==> config.mk <==
export PLATFORM = sky130hd
export DESIGN_NAME = sdram_pattern_gen
export DESIGN_NICKNAME = d
export VERILOG_FILES = /design/src/rtl/sdram_pattern_checker_pkg.sv /design/src/rtl/sdram_pattern_gen.sv
export SDC_FILE = /design/constraint.sdc
export NUM_CORES = 1
export LEC_CHECK = 0
export ABC_AREA = 1
export BUFFER_PORTS_ARGS = -buffer_cell sky130_fd_sc_hd__buf_2
export CAP_MARGIN = 20
export CORE_AREA = 5 5 42 44
export DETAILED_ROUTE_END_ITERATION = 6
export DIE_AREA = 0 0 47 49
export GPL_ROUTABILITY_DRIVEN = 0
export PLACE_DENSITY = 0.79
export SLEW_MARGIN = 30
export SYNTH_ARGS = -nofsm -noshare
export SYNTH_HDL_FRONTEND = slang
export SYNTH_SLANG_ARGS = --single-unit
==> constraint.sdc <==
create_clock -name vclk -period 0.8
set_input_delay 0.04 -clock vclk [all_inputs]
set_output_delay 0.04 -clock vclk [all_outputs]
set_load 0.05 [all_outputs]
==> src/rtl/sdram_pattern_checker_pkg.sv <==
`default_nettype none
// ============================================================================
// Package   : sdram_test_pkg
// Purpose   : FSM state codes, pattern mode codes and fill byte for the checker
// Revision  : 1.0
// ============================================================================
package sdram_test_pkg;

  localparam int IDX_W = 20;
  localparam int ERR_W = 16;

  typedef logic [2:0] state_t;
  localparam state_t ST_IDLE  = 3'd0;
  localparam state_t ST_WRITE = 3'd1;
  localparam state_t ST_READ  = 3'd2;
  localparam state_t ST_DRAIN = 3'd3;
  localparam state_t ST_DONE  = 3'd4;

  typedef logic [1:0] mode_t;
  localparam mode_t MODE_BYTE_RAMP = 2'd0;
  localparam mode_t MODE_WALK_ONE  = 2'd1;
  localparam mode_t MODE_INV_INDEX = 2'd2;
  localparam mode_t MODE_CONST     = 2'd3;

  localparam logic [7:0] CONST_BYTE = 8'hA5;

endpackage
`default_nettype wire

==> src/rtl/sdram_pattern_gen.sv <==
`default_nettype none
// ============================================================================
// Module    : sdram_pattern_gen
// Purpose   : Combinational test-pattern word for a given mode and word index
// Revision  : 1.0
// ============================================================================
module sdram_pattern_gen
  import sdram_test_pkg::*;
#(
  parameter int DATA_W = 16
) (
  input  wire [1:0]       mode,
  input  wire [IDX_W-1:0] index,
  output logic [DATA_W-1:0] data
);
  localparam int NBYTES = DATA_W / 8;

  logic [7:0]       lane_base;
  logic [IDX_W-1:0] walk_pos;
  logic [IDX_W-1:0] inv_index;

  assign lane_base = 8'(index * NBYTES);
  assign walk_pos  = index % IDX_W'(DATA_W);
  assign inv_index = ~index;

  always_comb begin
    data = '0;
    case (mode)
      // Byte lane 0 sits in the most significant byte.
      MODE_BYTE_RAMP:
        for (int b = 0; b < NBYTES; b++)
          data[DATA_W-1-8*b -: 8] = (lane_base + 8'(b)) ^ 8'h80;
      MODE_WALK_ONE:  data = {{(DATA_W-1){1'b0}}, 1'b1} << walk_pos;
      MODE_INV_INDEX: data = DATA_W'(inv_index);
      MODE_CONST:     data = {NBYTES{CONST_BYTE}};
      default:        data = '0;
    endcase
  end
endmodule
`default_nettype wire

# Word level (Yosys, flattened, before mapping)
# Index checks and enable logic that the tools add are counted.
dict set report classes {
  addsub 1
  mul 0
  div_mod_pow 0
  magnitude_cmp 0
  eq_ne 3
  n_shift 1
  muxes 1
  bitwise_logic 3
  n_reduce_logical 1
}
# operator count
set ops {}
lappend ops {{16-bit case mux with 4 select lines} 1}
lappend ops {{16-bit inverter} 1}
lappend ops {{1-bit by 4-bit left shift with 16-bit output (first input constant)} 1}
lappend ops {{8-bit by 1-bit adder with 8-bit output (second input constant)} 1}
lappend ops {{2-bit == test (second input constant)} 2}
lappend ops {{2-bit by 1-bit == test with 1-bit output (second input constant)} 1}
lappend ops {{2-bit zero test} 1}
lappend ops {{1-bit inverter} 2}
dict set report totals {
  reg_bits 0
  latchBits 0
  mem_bits_rw 0
  romBits 0
  inputBits 22
  output_inout_bits 16
  wordCells 10
  n_memories 0
}

# Logic depth before layout (Yosys ltp)
dict set report logic_depth {
  ltp_word 3
  ltp_mapped 6
  ltp_nobuf 6
}

# Least setup slack after synthesis
# No wires, ideal clock.
dict set report synth_path {
  path_kind {input to output}
  from {in mode[1]}
  to {out data[8]}
  arrival_ns 1.404
  required_time_ns 0.760
  setup_slack_ns -0.644
  stages 5
  n_path_buf 0
  cell_sequence {inv_2 > nand2_4 > inv_4 > nand2_1 > o21ai_0}
}
dict set report synth_via {
  elab_chain_cells 2
  word_cells_on_any_way 5
  classes_between {eq/ne: 3; mux: 1; reduce/logical: 1}
}
# element line
set synth_lines {}
lappend synth_lines {{start: declaration} sdram_pattern_gen.sv:12} ;# input wire [1:0] mode,
lappend synth_lines {{2-bit == test (tied with other cells)} sdram_pattern_gen.sv:28} ;# case (mode)
lappend synth_lines {{16-bit case mux with 4 select lines *} sdram_pattern_gen.sv:28}
lappend synth_lines {{end: declaration} sdram_pattern_gen.sv:14} ;# output logic [DATA_W-1:0] data
# Mark *: on every way between the ends. The rest lies on a longest branch, timed or not.

# Worst setup path after layout
dict set report layout_path {
  from {in index[2]}
  to {out data[5]}
}
dict set report layout_via {
  elab_chain_cells 2
  word_cells_on_any_way 3
  classes_between {add/sub: 1; shift: 1; mux: 1}
}
# element line
set layout_lines {}
lappend layout_lines {{start: declaration} sdram_pattern_gen.sv:13} ;# input wire [IDX_W-1:0] index,
lappend layout_lines {{8-bit by 1-bit adder with 8-bit output / 1-bit by 4-bit left shift with 16-bit output (equally long branches)} {sdram_pattern_gen.sv:32, sdram_pattern_gen.sv:33}}
lappend layout_lines {{16-bit case mux with 4 select lines *} sdram_pattern_gen.sv:28}
# Marked as above.

==> metrics <==
CP dominant cell by count sky130_fd_sc_hd__buf_8; number of input and output port buffers inserted 34; PnR Total Power a little over 0.0009 W; kind of launch point of the worst setup path input port; worst path required time about 0.76 ns; power density cells roughly 770 nW/µm²; netlist area before placement between 400 and 500 µm²; buffer and inverter count on the worst path 3; number of top-level design ports 38; critical path's slowest cell sky130_fd_sc_hd__buf_8; number of library cell types mapped by synthesis 17; post-synthesis instance total 86; number of antenna violations at the first check in global routing 0; setup slack after placement -0.192 ns; routed wire length 2570 µm; outcome finished with violations; sequential cell area fraction in the yosys report 0%; Antenna Violating Nets Remaining 0; share of the clock period used by the worst path after layout 103%; Worst Path Class, Setup in2out; Final WS setup -0.0261 ns; net count after synthesis 108; total congestion overflow 0; peak supply drop 0.000480 V; Ant. Diodes 0; die extent in y about 50 µm; area grow syn2layout 202%; x dimension of the die 47 µm; unrepaired setup endpoints after global routing true; global-route wire length before repair 3390 µm; flip-flop and latch count 0; starting utilization of the core area 28.7%; # clk buffers 0; detailed-route via count 814; via-per-instance ratio 5.39; maximum single-stage delay on the critical path about 0.15 ns; Total Die Area 2300 µm²; highest net fanout along the worst path 4; measured slew at the worst slew-check pin 0.193 ns; type of destination of the critical path output port; Register Area 0 µm²; cells along the critical path buf_8, buf_6, nand3_1, nor2_2, nand2_2, nand3_2, buf_8; GRT Total Usage 18.7%; pin count of the biggest net entering global routing 8; number of global-route vias before repair about 810; fraction of layout instances using a drive strength above 1 76.3%; warnings from Yosys 0; Starting DRT DRC Count 12; total number of nets in the final design 159; violated checks negative setup slack; most common cell after layout, fill and taps aside sky130_fd_sc_hd__nand2_1; leading cell types in the layout, fill and taps excluded sky130_fd_sc_hd__nand2_1 (17), sky130_fd_sc_hd__nand3_2 (16), sky130_fd_sc_hd__buf_8 (15); leakage power figure between 0.5 and 0.6 nW; number of placement rows 14; mean area per synthesized cell 4.68 µm²; category of cells accounting for the largest share of critical-path delay buffers and inverters; sum of net half-perimeters after detailed placement 1510 µm; count of unresolved DRC violations after routing 0; Hold WS 0.472 ns; final count of negative-setup-slack endpoints 5; max-slew violation count 0; type of the tightest min-delay check in2out; final hold violation count 0; drt first pass iters 4; post-DR wirelength/cell 17.0 µm; arrival time worst endpoint 0.79 ns; Max Fclk 1210 MHz; post-layout minimum cycle time 0.826 ns; worst slew margin relative to its limit 87.0%; max cap viols 0; Core Footprint 1400 µm²
-- power by group --
group	internal (W)	leakage, nW	switching [W]
Sequential	0	0	0
Clock	0	0	0
Combinational	0.000391	0.587	0.000545
-- synthesized netlist by cell type --
cell                       number  area [µm²]
sky130_fd_sc_hd__inv_2          2        7.51
sky130_fd_sc_hd__nor3_1         2        10.0
sky130_fd_sc_hd__nand2_2        1        6.26
sky130_fd_sc_hd__nand3_1       19        95.1
sky130_fd_sc_hd__inv_4          1        6.26
sky130_fd_sc_hd__or2_1          5        31.3
sky130_fd_sc_hd__inv_1          8        30.0
sky130_fd_sc_hd__nand2_1       25        93.8
sky130_fd_sc_hd__nand2_4        1        11.3
sky130_fd_sc_hd__nand4_1        1        6.26
sky130_fd_sc_hd__buf_2          1        5.00
sky130_fd_sc_hd__nor2_2         1        6.26
sky130_fd_sc_hd__and2_4         1        8.76
sky130_fd_sc_hd__nand3b_1       2        15.0
sky130_fd_sc_hd__a21oi_1        2        10.0
sky130_fd_sc_hd__o21ai_0        6        30.0
sky130_fd_sc_hd__nor2_1         8        30.0
-- per-layer routing --
| metal | routed length (µm) | global-route usage [%] | vias to the layer above | share of wire (%) |
|---|---|---|---|---|
| li1 | - | - | 383 | - |
| met5 | 0 | 0 | - | 0 |
| met1 | 904 | 21.1 | 389 | 35 |
| met3 | 98 | 1.11 | 12 | 3.8 |
| met4 | 135 | 4.15 | 0 | 5.3 |
| met2 | 1430 | 35.5 | 30 | 56 |
-- metrics by stage --
step	TNS [ns]	area (µm²)	util (%)	cells
2_1_floorplan	-0.0117	464	-	86
6_report	-0.0948	1220	86.9	151
4_1_cts	-0.0187	1010	71.8	151
3_3_place_gp	-2.00	769	54.9	151
3_5_place_dp	-2.28	769	54.9	151
5_1_grt	-0.506	1220	86.9	151
-- cells by family after synthesis --
| logic type | count (synthesis) | synth area share (%) |
|---|---|---|
| buf+inv | 12 | 12.1 |
| simple gates | 66 | 78.0 |
| compound gates | 8 | 9.94 |
-- cell type report --
type	count	area (µm²)
fill	73	184
multi-input combinational	74	597
timing repair buffer	50	517
tap	16	20.0
inverter	11	83.8
-- what timing repair did --
item | 4_1_cts | 5_1_grt
buffers inserted | 0 | 0
endpoints found under the setup margin | 16 | 16
gates resized for setup | 76 | 58
pin swaps | 4 | 12
hold buffers | 0 | 0
-- final timing paths --
kind	start	depth (start not counted)	end	slack, ns
worst max-delay path	index[2]	7	data[5]	-0.03
worst min-delay path	index[5]	4	data[14]	0.47
(Power assumes the default switching activity.)
